### src/rtl/picorv32_mem_arbiter.sv
// Two-master arbiter for a picorv32-native memory port with a registered grant held until handshake.
// Also flags downstream stalls that run too long and owners that withdraw a request early.
module picorv32_mem_arbiter #(
   parameter int MAX_WAIT   = 16,
   parameter bit PRIO_FIXED = 1'b0
) (
   input  logic        clk,
   input  logic        reset,

   input  logic        p0_valid,
   input  logic        p0_instr,
   input  logic [31:0] p0_addr,
   input  logic [31:0] p0_wdata,
   input  logic [3:0]  p0_wstrb,
   output logic        p0_ready,
   output logic [31:0] p0_rdata,

   input  logic        p1_valid,
   input  logic        p1_instr,
   input  logic [31:0] p1_addr,
   input  logic [31:0] p1_wdata,
   input  logic [3:0]  p1_wstrb,
   output logic        p1_ready,
   output logic [31:0] p1_rdata,

   output logic        mem_valid,
   output logic        mem_instr,
   output logic [31:0] mem_addr,
   output logic [31:0] mem_wdata,
   output logic [3:0]  mem_wstrb,
   input  logic        mem_ready,
   input  logic [31:0] mem_rdata,

   output logic [1:0]  owner,
   output logic        timeout,
   output logic        proto_err
);

   typedef enum logic [1:0] {
      IDLE = 2'd0,
      OWN0 = 2'd1,
      OWN1 = 2'd2
   } state_t;

   localparam logic [7:0] MAX_W8 = 8'(MAX_WAIT);

   state_t     state, state_next;
   logic       last_grant, last_grant_next;
   logic [7:0] wait_cnt, wait_cnt_next;
   logic       timeout_q, timeout_next;
   logic       proto_err_q, proto_err_next;

   logic       sel_valid;

   always_ff @(posedge clk) begin
      if (reset) begin
         state       <= IDLE;
         last_grant  <= 1'b1;
         wait_cnt    <= 8'd0;
         timeout_q   <= 1'b0;
         proto_err_q <= 1'b0;
      end else begin
         state       <= state_next;
         last_grant  <= last_grant_next;
         wait_cnt    <= wait_cnt_next;
         timeout_q   <= timeout_next;
         proto_err_q <= proto_err_next;
      end
   end

   always_comb begin
      state_next      = state;
      last_grant_next = last_grant;
      wait_cnt_next   = wait_cnt;
      timeout_next    = timeout_q;
      proto_err_next  = proto_err_q;
      sel_valid       = 1'b0;
      mem_valid       = 1'b0;
      mem_instr       = 1'b0;
      mem_addr        = 32'd0;
      mem_wdata       = 32'd0;
      mem_wstrb       = 4'd0;
      p0_ready        = 1'b0;
      p1_ready        = 1'b0;
      p0_rdata        = 32'd0;
      p1_rdata        = 32'd0;

      case (state)
         IDLE: begin
            wait_cnt_next = 8'd0;
            // last_grant==1 means p1 went last, so p0 is next in round-robin
            if (p0_valid && p1_valid)
               state_next = (PRIO_FIXED || last_grant) ? OWN0 : OWN1;
            else if (p0_valid)
               state_next = OWN0;
            else if (p1_valid)
               state_next = OWN1;
         end
         OWN0: begin
            sel_valid = p0_valid;
            mem_valid = p0_valid;
            mem_instr = p0_instr;
            mem_addr  = p0_addr;
            mem_wdata = p0_wdata;
            mem_wstrb = p0_wstrb;
            p0_ready  = mem_ready && p0_valid;
            p0_rdata  = mem_rdata;
         end
         OWN1: begin
            sel_valid = p1_valid;
            mem_valid = p1_valid;
            mem_instr = p1_instr;
            mem_addr  = p1_addr;
            mem_wdata = p1_wdata;
            mem_wstrb = p1_wstrb;
            p1_ready  = mem_ready && p1_valid;
            p1_rdata  = mem_rdata;
         end
         default: state_next = IDLE;
      endcase

      // Shared ownership bookkeeping: withdrawal, completion, or another stall cycle
      if (state == OWN0 || state == OWN1) begin
         if (!sel_valid) begin
            proto_err_next = 1'b1;
            state_next     = IDLE;
            wait_cnt_next  = 8'd0;
         end else if (mem_ready) begin
            last_grant_next = (state == OWN1);
            state_next      = IDLE;
            wait_cnt_next   = 8'd0;
         end else if (wait_cnt < MAX_W8) begin
            wait_cnt_next = wait_cnt + 8'd1;
            if (wait_cnt + 8'd1 == MAX_W8)
               timeout_next = 1'b1;
         end
      end

      // The reset cycle itself must not leak a request or a completion
      if (reset) begin
         mem_valid = 1'b0;
         mem_instr = 1'b0;
         mem_addr  = 32'd0;
         mem_wdata = 32'd0;
         mem_wstrb = 4'd0;
         p0_ready  = 1'b0;
         p1_ready  = 1'b0;
         p0_rdata  = 32'd0;
         p1_rdata  = 32'd0;
      end
   end

   assign owner     = reset ? 2'd0 : state;
   assign timeout   = timeout_q && !reset;
   assign proto_err = proto_err_q && !reset;

endmodule

### config.mk
export PLATFORM = sky130hd
export DESIGN_NAME = picorv32_mem_arbiter
export DESIGN_NICKNAME = d
export VERILOG_FILES = /design/src/rtl/picorv32_mem_arbiter.sv
export SDC_FILE = /design/constraint.sdc
export NUM_CORES = 1
export LEC_CHECK = 0
export CAP_MARGIN = 20
export CORE_AREA = 8 8 115 117
export CTS_CLUSTER_SIZE = 12
export DETAILED_ROUTE_END_ITERATION = 12
export DIE_AREA = 0 0 123 125
export PLACE_DENSITY = 0.66
export SLEW_MARGIN = 20
export SYNTH_ARGS = -nofsm -noshare
export SYNTH_HDL_FRONTEND = slang
export SYNTH_SLANG_ARGS = --single-unit
### constraint.sdc
create_clock -name clk -period 2.8 [get_ports clk]
set_clock_uncertainty 0.15 [all_clocks]
set_input_delay 0.56 -clock clk [delete_from_list [all_inputs] [get_ports clk]]
set_output_delay 0.56 -clock clk [all_outputs]
set_load 0.02 [all_outputs]
==> results of run 1 <==
==> repair_timing <==
action                                  4_1_cts  5_1_grt
cloned                                        0        0
pin swaps                                     0        0
buffers inserted                              0        0
endpoints found under the setup margin      133        5
hold buffers                                  0        0
gates resized for setup                     133        5
==> state kept, by name, indices dropped and copies added (netlist names) <==
signal	cells
wait_cnt	8
state	2
last_grant	1
proto_err_q	1
timeout_q	1
==> synthesized netlist by cell type <==
| cell | number |
|---|---|
| nor2_1 | 77 |
| a22oi_1 | 69 |
| and3_1 | 34 |
| and2_1 | 32 |
| clkbuf_1 | 25 |
| dfxtp_1 | 13 |
| inv_1 | 8 |
| a21oi_1 | 6 |
| buf_1 | 6 |
| nand2_1 | 5 |
| ha_1 | 4 |
| nor2b_1 | 4 |
| nand3_1 | 3 |
| nor3b_1 | 3 |
| buf_6 | 2 |
| o21ai_0 | 2 |
| o21ai_1 | 2 |
| a211oi_1 | 1 |
| a22o_1 | 1 |
| a22oi_2 | 1 |
| a31o_2 | 1 |
| buf_2 | 1 |
| mux2_2 | 1 |
| nand2b_4 | 1 |
| nand3_2 | 1 |
| nor3_1 | 1 |
| nor4_2 | 1 |
| nor4b_4 | 1 |
| o21bai_1 | 1 |
| o311ai_0 | 1 |
| o32ai_1 | 1 |
| o41ai_2 | 1 |
| or2_2 | 1 |
| or3_1 | 1 |
==> final timing paths <==
path | from | to | cells after the start
setup / recovery | reset | p0_ready | 5
hold / removal | wait_cnt[6] | wait_cnt[6] | 1
setup reg to reg | state[0] | timeout_q | 8
hold reg to reg | wait_cnt[6] | wait_cnt[6] | 1
==> cell type report <==
class | instances | area share
inverters | 8 | 0.005687
flip-flops and latches | 13 | 0.04929
well taps | 147 | 0.03483
clock buffers | 4 | 0.01493
multi-input cells | 257 | 0.2986
repair buffers | 328 | 0.5967
==> layer usage <==
metal / vias up / wire length, um / track usage
li1: 1712 / - / -
met1: 1553 / 5179 / 0.1840
met2: 137 / 7370 / 0.3171
met3: 12 / 1072 / 0.04455
met4: 0 / 166 / 0.03189
met5: - / 0 / 0
==> power by group through the flow <==
stage | registers [uW] | clock network (uW) | logic, uW
floorplan | 217 | 0 | 947
detailed placement | 219 | 0 | 1770
global route | 219 | 289 | 1800
finish | 217 | 272 | 1660
global placement | 218 | 0 | 1750
CTS | 216 | 275 | 1660
==> kinds of logic after synthesis <==
kind of cell,share of synthesized area
adder cells (fa/ha/maj),0.02499
flip-flops,0.1299
AND/OR/NAND/NOR,0.4297
multiplexers,0.005621
AO/OA/AOI/OAI,0.3229
buffers and inverters,0.08682
==> critical path, cell delays in order <==
cell and delay (ps):
clkdlybuf4s50_1 490, nor2b_1 180, buf_4 230, and3_1 180, dlygate4sd2_1 340
==> through the flow <==
step | utilization | std cells
finish | 0.4547 | 757
detailed placement | 0.4609 | 753
global placement | 0.4609 | 753
CTS | 0.4533 | 757
global route | 0.4547 | 757
floorplan | - | 312
==> flow_summary_export.csv, run 1 <==
group,metric,value,unit
timing,hold_viol,0,
grt,grt.total_usage,0.1690,
grt,grt_max_degree,71,
detailed_routing,first_iter_violations,144,
floorplanning,die_area,0.01538,mm2
clock_tree,clkTransAtPathRegs,40,ps
detailed_routing,drc,0,
clock_tree,cts_tree,"done",
pwr,power_frac_clock,0.127,
setup_path,rrSetupSlack,480,ps
detailed_routing,wl,13.79,mm
pwr,power_switching,1013,uW
pwr,seqPwrFrac,0.101,
clock_tree,clk_latency,240,ps
grt,grt_pass1_wl,20.88,mm
finish,area_growth,163.6,%
logic_synthesis,synth_warnings,0,
clock_tree,cts_buffers,3,
timing,hold-worst-slack,336.1,ps
pwr,power.leakage,0.002630,uW
finish,layout_commonest_cell,"clkdlybuf4s50_1",
clock_tree,clk_path_buf_depth,2,
timing,fmaxAchievable,370.1,MHz
detailed_routing,routed-via-count,3414,
timing,slew_headroom,0.6964,
pwr,finalPower,2147,uW
grt,grt_overflow,0,
finish,nFillCells,1216,
logic_synthesis,ys_seq_area_frac,0.1299,
timing,fin_crit,2702,ps
logic_synthesis,ys_types,34,
detailed_routing,wl_per_cell,18.22,um
finish,seq_area,260.3,um2
timing,setup_viol,0,
placement,io_buffers,314,
floorplanning,initial_utilization,0.1725,
setup_path,startpoint_type,"input pin",
finish,post_route_cells_drive_above_1_share,0.05246,
setup_path,cp.arrival,1990,ps
timing,fin_tns_setup,0,ps
grt,antenna_found_initial,0,
finish,multi_input_area,0.001577,mm2
pwr,comb_power_share,0.773,
logic_synthesis,synth_area_leaders,"a22oi_1 26%, nor2_1 14%, dfxtp_1 13%",
detailed_routing,vias_per_cell,4.510,
logic_synthesis,yosysTopAreaCellShare,0.2586,
floorplanning,die_y,125,um
finish,layout_common_cells,"176 x clkdlybuf4s50_1, 132 x dlygate4sd2_1, 77 x nor2_1, 69 x a22oi_1, 34 x and3_1",
setup_path,critPathKind,"input pin to output port",
min_path,hold_class,"flip-flop to flip-flop",
clock_tree,numClockSinks,13,
logic_synthesis,avgSynthCellArea,6.420,um2
logic_synthesis,netlist_instances,312,
run,cap_viol_max_count,0,
grt,grt_pass1_vias,3600,
logic_synthesis,syn_nets,491,
pwr,peakVddDrop,0.3089,mV
setup_path,end_kind,"output port",
floorplanning,core_area,0.01161,mm2
placement,dp_slack,-185.3,ps
finish,final_net_count,790,
timing,fin_crit_sh,0.9651,
placement,hpwl,11.46,mm
setup_path,critPathMaxFanout,19,
pwr,power.density,406.7,mW/mm2
logic_synthesis,syn-cell-area,0.002003,mm2
finish,num_antenna_cells,0,
setup_path,cp.required,2090,ps
clock_tree,htreeDepth,1,
logic_synthesis,synth_largest_area_cell,"a22oi_1",
floorplanning,die_width,123,um
logic_synthesis,ys_seq_elements,13,
timing,finalWorstSetupSlack,97.68,ps
pwr,p_sw_frac,0.4719,
timing,rsz0062_at_grt,"no",
timing,tightest_slew,453.5,ps
floorplanning,std_cell_rows,40,
outcome,status,"complete, no violations",
finish,final_area,0.005280,mm2
detailed_routing,ant_nets,0,
detailed_routing,drtPass1Iterations,5,
placement,placed_area,0.005351,mm2
placement,gp_congestion,0.8114,
timing,slew_viol_final,0,
pwr,p_int,1134,uW
floorplanning,ios,315,
clock_tree,root_buffer,"clkbuf_16",
Power figures use the tool's default switching activity.
==> inputs of run 2 (changes only) <==
--- a/config.mk
+++ b/config.mk
@@ -5,13 +5,16 @@
 export SDC_FILE = /design/constraint.sdc
 export NUM_CORES = 1
 export LEC_CHECK = 0
+export ABC_AREA = 1
 export CAP_MARGIN = 20
-export CORE_AREA = 8 8 115 117
+export CORE_AREA = 8 8 116 118
 export CTS_CLUSTER_SIZE = 12
 export DETAILED_ROUTE_END_ITERATION = 12
-export DIE_AREA = 0 0 123 125
+export DIE_AREA = 0 0 124 126
 export PLACE_DENSITY = 0.66
+export SKIP_LAST_GASP = 1
 export SLEW_MARGIN = 20
 export SYNTH_ARGS = -nofsm -noshare
 export SYNTH_HDL_FRONTEND = slang
 export SYNTH_SLANG_ARGS = --single-unit
+export TNS_END_PERCENT = 100
==> flow_summary_export.csv, run 2 <==
group,metric,value,unit
timing,slew_headroom,0.8212,
setup_path,r2r_end,"wait_cnt[5]",
min_path,hold_class,"flip-flop to flip-flop",
clock_tree,clkTransAtPathRegs,50,ps
setup_path,startpoint_type,"input pin",
pwr,power.density,371.0,mW/mm2
logic_synthesis,synth_warnings,0,
logic_synthesis,synth_ff_type,"dfxtp_1",
pwr,p_int,1019,uW
clock_tree,cts_buffers,3,
detailed_routing,routed-via-count,3913,
timing,rsz0062_at_grt,"yes",
pwr,p_sw_frac,0.4950,
detailed_routing,drtPass1Iterations,5,
detailed_routing,wl_per_cell,16.12,um
grt,grt_pass1_wl,20.94,mm
floorplanning,std_cell_rows,40,
detailed_routing,vias_per_cell,4.382,
setup_path,ff2ff_path_depth,10,
clock_tree,numClockSinks,13,
placement,io_buffers,314,
finish,num_antenna_cells,0,
finish,layout_commonest_cell,"clkdlybuf4s50_1",
detailed_routing,ant_nets,0,
logic_synthesis,synth_area_leaders,"nand2_1 28%, a21oi_1 17%, nor2_1 14%",
setup_path,cpMaxStageDelayCell,"clkdlybuf4s50_1",
floorplanning,die_area,0.01562,mm2
grt,grt_max_degree,62,
setup_path,rrSetupSlack,930,ps
pwr,power_frac_clock,0.137,
placement,gp_congestion,0.8912,
timing,setup_viol,0,
placement,hpwl,12.02,mm
logic_synthesis,ys_types,21,
setup_path,slowest_delay,450,ps
placement,place_inst,889,
setup_path,reg2reg_from,"state[0]",
logic_synthesis,avgSynthCellArea,4.836,um2
pwr,finalPower,2018,uW
run,cap_viol_max_count,0,
finish,final_net_count,926,
clock_tree,clk_path_buf_depth,2,
logic_synthesis,syn-cell-area,0.002152,mm2
timing,hold_viol,0,
min_path,hold_path.startpoint,"proto_err_q",
setup_path,critPathKind,"input pin to output port",
clock_tree,post_cts_buffers,0,
timing,slew_viol_final,0,
floorplanning,ios,315,
floorplanning,die_width,124,um
finish,regMostFlops,"wait_cnt",
clock_tree,clk_latency,250,ps
grt,grt.total_usage,0.1681,
pwr,comb_power_share,0.759,
finish,largest_register_ffs,8,
logic_synthesis,yosys-top-cells-count,"161 x nand2_1, 78 x nor2_1, 74 x a21oi_1, 50 x inv_1, 15 x buf_2",
clock_tree,cts_tree,"done",
pwr,power.leakage,0.002773,uW
detailed_routing,drc,0,
grt,grt_overflow,0,
timing,fin_crit,2735,ps
finish,top_regs,"wait_cnt (8), state (2)",
clock_tree,root_buffer,"clkbuf_16",
setup_path,end_kind,"output port",
floorplanning,core_area,0.01171,mm2
grt,grt_pass1_vias,3774,
logic_synthesis,synth_most_common_cell,"nand2_1",
min_path,hold_depth,2,
logic_synthesis,ys_seq_elements,13,
logic_synthesis,synth_edf_count,0,
floorplanning,initial_utilization,0.1838,
timing,fin_crit_sh,0.9767,
setup_path,cp_cell_sequence,"clkdlybuf4s50_1 -> inv_1 -> nand2_2 -> buf_12 -> a21oi_1 -> clkdlybuf4s15_1",
finish,stdcell_count,893,
timing,fmaxAchievable,365.7,MHz
logic_synthesis,yosysTopAreaCellShare,0.2808,
timing,finalWorstSetupSlack,65.28,ps
setup_path,critPathMaxFanout,44,
pwr,power_switching,998.6,uW
detailed_routing,first_iter_violations,171,
pwr,seqPwrFrac,0.104,
timing,hold-worst-slack,325.2,ps
finish,area_growth,152.7,%
grt,antenna_found_initial,0,
logic_synthesis,async_reset_ff_frac,0,
setup_path,cp.arrival,2020,ps
detailed_routing,wl,14.39,mm
logic_synthesis,netlist_instances,445,
clock_tree,htreeDepth,1,
logic_synthesis,syn_nets,624,
logic_synthesis,synth_largest_area_cell,"nand2_1",
pwr,peakVddDrop,0.2776,mV
placement,dp_slack,-215.3,ps
min_path,whs_endpoint,"proto_err_q",
timing,tightest_slew,268.3,ps
setup_path,cp.required,2090,ps
finish,post_route_cells_drive_above_1_share,0.04155,
logic_synthesis,ys_seq_area_frac,0.1209,
outcome,status,"complete, no violations",
floorplanning,die_y,126,um
finish,layout_common_cells,"176 x clkdlybuf4s50_1, 161 x nand2_1, 132 x dlygate4sd2_1, 78 x nor2_1, 74 x a21oi_1",
## run 2: worst max-delay path by stage
| stage | startpoint | depth (start not counted) | end |
|---|---|---|---|
| floorplan | state[0] | 5 | mem_addr[31] |
| global placement | reset | 6 | mem_addr[3] |
| detailed placement | reset | 6 | mem_addr[3] |
| CTS | reset | 6 | timeout |
| global route | reset | 6 | mem_addr[3] |
| finish | reset | 6 | mem_addr[3] |
## run 2: metrics by stage
stage	util	cell area (um2)	TNS [ps]
finish	0.4643	5438	0
global route	0.4643	5438	-56.33
CTS	0.4635	5428	0
detailed placement	0.4712	5518	-13840
global placement	0.4712	5518	-12860
floorplan	-	2152	0
## run 2: kinds of logic after synthesis
family	share of synthesized area
buf+inv	0.1552
compound gates	0.1843
simple gates	0.5163
fa+ha+maj	0.02326
flops	0.1209
## run 2: area by class of cell
cell class | instances | area, um2
repair buffers | 328 | 3163
fillers | 1207 | 6274
clock inverters | 1 | 5.005
clock buffers | 3 | 75.07
inverters | 50 | 187.7
well taps | 147 | 183.9
flip-flops and latches | 13 | 260.3
multi-input cells | 351 | 1563
## run 2: critical path: cells and delay by family
kind,cells,cell delay [ps]
simple gates,1,110
buf+inv,4,1130
compound gates,1,200
## run 2: repair_timing
item,in CTS,in global routing
resized for setup,136,6
endpoints found under the setup margin,136,6
pin swaps,0,0
hold buffers,0,0
## run 2: metal layers
metal,vias to the layer above,GRT usage,routed length (um),part of all wire
met5,-,0,0,0
met4,0,0.04202,252,0.018
met3,21,0.03485,1349,0.094
met2,189,0.3188,7634,0.53
met1,1731,0.1816,5155,0.36
li1,1972,-,-,-
## run 2: power by group through the flow
stage | registers, uW | logic [uW] | clock network (uW)
after floorplan | 211 | 851 | 0
after global placement | 213 | 1630 | 0
after detailed placement | 214 | 1650 | 0
after CTS | 210 | 1550 | 282
after global routing | 213 | 1670 | 296
final | 211 | 1530 | 276
==> inputs of run 3 (changes only) <==
==> constraint.sdc (replaced) <==
create_clock -name clk -period 3.1 [get_ports clk]
set_clock_uncertainty 0.15 [all_clocks]
set_input_delay 0.31 -clock clk [delete_from_list [all_inputs] [get_ports clk]]
set_output_delay 0.31 -clock clk [all_outputs]
set_load 0.02 [all_outputs]
==> flow_summary_export.csv, run 3 (same netlist as run 2, synthesis figures left out) <==
group,metric,value,unit
clock_tree,clk_path_buf_depth,2,
pwr,finalPower,1858,uW
finish,post_route_cells_drive_above_1_share,0.03378,
timing,fin_tns_setup,0,ps
grt,grt.total_usage,0.1642,
grt,grt_pass1_vias,3633,
setup_path,rrSetupSlack,1250,ps
timing,tightest_slew,523.1,ps
setup_path,cp_cell_sequence,"inv_1 -> ha_2 -> nand2_2 -> buf_4 -> a21oi_1 -> clkdlybuf4s50_1",
finish,area_growth,155.8,%
finish,regMostFlops,"wait_cnt",
finish,final_core_util,0.4700,
placement,gp_congestion,0.8744,
setup_path,critPathKind,"flip-flop to output port",
clock_tree,root_buffer,"clkbuf_16",
finish,num_antenna_cells,0,
min_path,hold_class,"flip-flop to flip-flop",
clock_tree,clk_latency,240,ps
detailed_routing,first_iter_violations,169,
floorplanning,die_width,124,um
finish,final_net_count,920,
timing,setup_viol,0,
detailed_routing,vias_per_cell,4.329,
floorplanning,initial_utilization,0.1838,
pwr,peakVddDrop,0.2506,mV
finish,layout_common_cells,"314 x clkdlybuf4s50_1, 161 x nand2_1, 78 x nor2_1, 74 x a21oi_1, 50 x inv_1",
detailed_routing,wl,14.35,mm
finish,stdcell_count,887,
setup_path,endpoint,"mem_addr[3]",
placement,place_inst,883,
clock_tree,cts_tree,"done",
timing,finalWorstSetupSlack,185.6,ps
timing,fin_crit,2914,ps
clock_tree,cts_buffers,3,
floorplanning,core_area,0.01171,mm2
clock_tree,numClockSinks,13,
clock_tree,post_cts_buffers,0,
finish,largest_register_ffs,8,
setup_path,reg2reg_from,"state[1]",
setup_path,startpoint_type,"flip-flop",
setup_path,slowest_delay,670,ps
setup_path,critPathMaxFanout,51,
outcome,status,"complete, no violations",
timing,fin_crit_sh,0.9401,
setup_path,end_kind,"output port",
placement,dp_slack,397.1,ps
placement,io_buffers,314,
floorplanning,std_cell_rows,40,
detailed_routing,drc,0,
detailed_routing,ant_nets,0,
clock_tree,htreeDepth,1,
floorplanning,die_area,0.01562,mm2
grt,grt_pass1_wl,20.56,mm
floorplanning,die_y,126,um
setup_path,cpMaxStageDelayCell,"clkdlybuf4s50_1",
timing,slew_viol_final,0,
timing,fmaxAchievable,343.1,MHz
setup_path,ff2ff_path_depth,9,
timing,hold_viol,0,
timing,rsz0062_at_grt,"no",
setup_path,r2r_end,"wait_cnt[0]",
timing,slew_headroom,0.6513,
grt,grt_overflow,0,
setup_path,startpoint,"state[1]",
detailed_routing,routed-via-count,3840,
detailed_routing,wl_per_cell,16.17,um
grt,antenna_found_initial,0,
pwr,power.density,337.6,mW/mm2
floorplanning,ios,315,
grt,grt_max_degree,62,
setup_path,cp.arrival,2450,ps
finish,top_regs,"wait_cnt (8), state (2)",
detailed_routing,drtPass1Iterations,4,
clock_tree,clkTransAtPathRegs,50,ps
run,cap_viol_max_count,0,
setup_path,cp.required,2640,ps
finish,layout_commonest_cell,"clkdlybuf4s50_1",
placement,hpwl,12.06,mm
pwr,power.leakage,0.002051,uW
-- run 3: changes by cell type in the layout (fill, tap and decap cells not counted), moves of 2 or more --
cell             previous run  this run
buf_4                       8         6
dlymetal6s2s_1              2         0
clkdlybuf4s15_1             4         0
clkdlybuf4s50_1           176       314
dlygate4sd2_1             132         0
buf_12                      6         2
-- run 3: per-stage QoR --
stage / hold WS [ps] / cell area [um2]
6_report: 315.0 / 5504
5_1_grt: 339.5 / 5504
4_1_cts: 311.8 / 5502
3_5_place_dp: 300.0 / 5423
3_3_place_gp: 298.7 / 5423
2_1_floorplan: 271.8 / 2152
-- run 3: timing repair --
item                       CTS  global route
hold buffers                 0             0
resized for setup            0             1
setup endpoints to repair    0             1
-- run 3: worst min path at each step --
stage	depth (start not counted)	to	slack, ps	from
final	2	timeout_q	320	timeout_q
after global routing	2	timeout_q	340	timeout_q
after CTS	2	timeout_q	310	timeout_q
after detailed placement	2	timeout_q	300	timeout_q
after global placement	2	timeout_q	300	timeout_q
after floorplan	2	timeout_q	270	timeout_q
-- run 3: layout make-up --
cell class	instances	area, um2
fill	1215	6207
timing repair buffer	322	3228
multi-input combinational	351	1565
sequential	13	260.3
inverter	50	187.7
tap	147	183.9
clock buffer	4	78.83
-- run 3: report_power, final --
group	switching [uW]	internal (uW)	total [uW]
sequential	8.30	182	191
combinational	808	614	1420
clock	71.8	174	245
total	888	970	1860
-- run 3: critical path: cells and delay by family (launching register included) --
kind / cells / cell delay [ps]
buffers and inverters: 3 / 1050
adders and majority gates: 1 / 470
DFF: 1 / 330
AOI/OAI and AO/OA: 1 / 250
and+or+nand+nor: 1 / 80
-- run 3: metal layers --
metal	wire length [um]	global-route usage
met4	99	0.02661
met2	7746	0.3226
met3	1375	0.03798
met1	5123	0.1710
met5	0	0
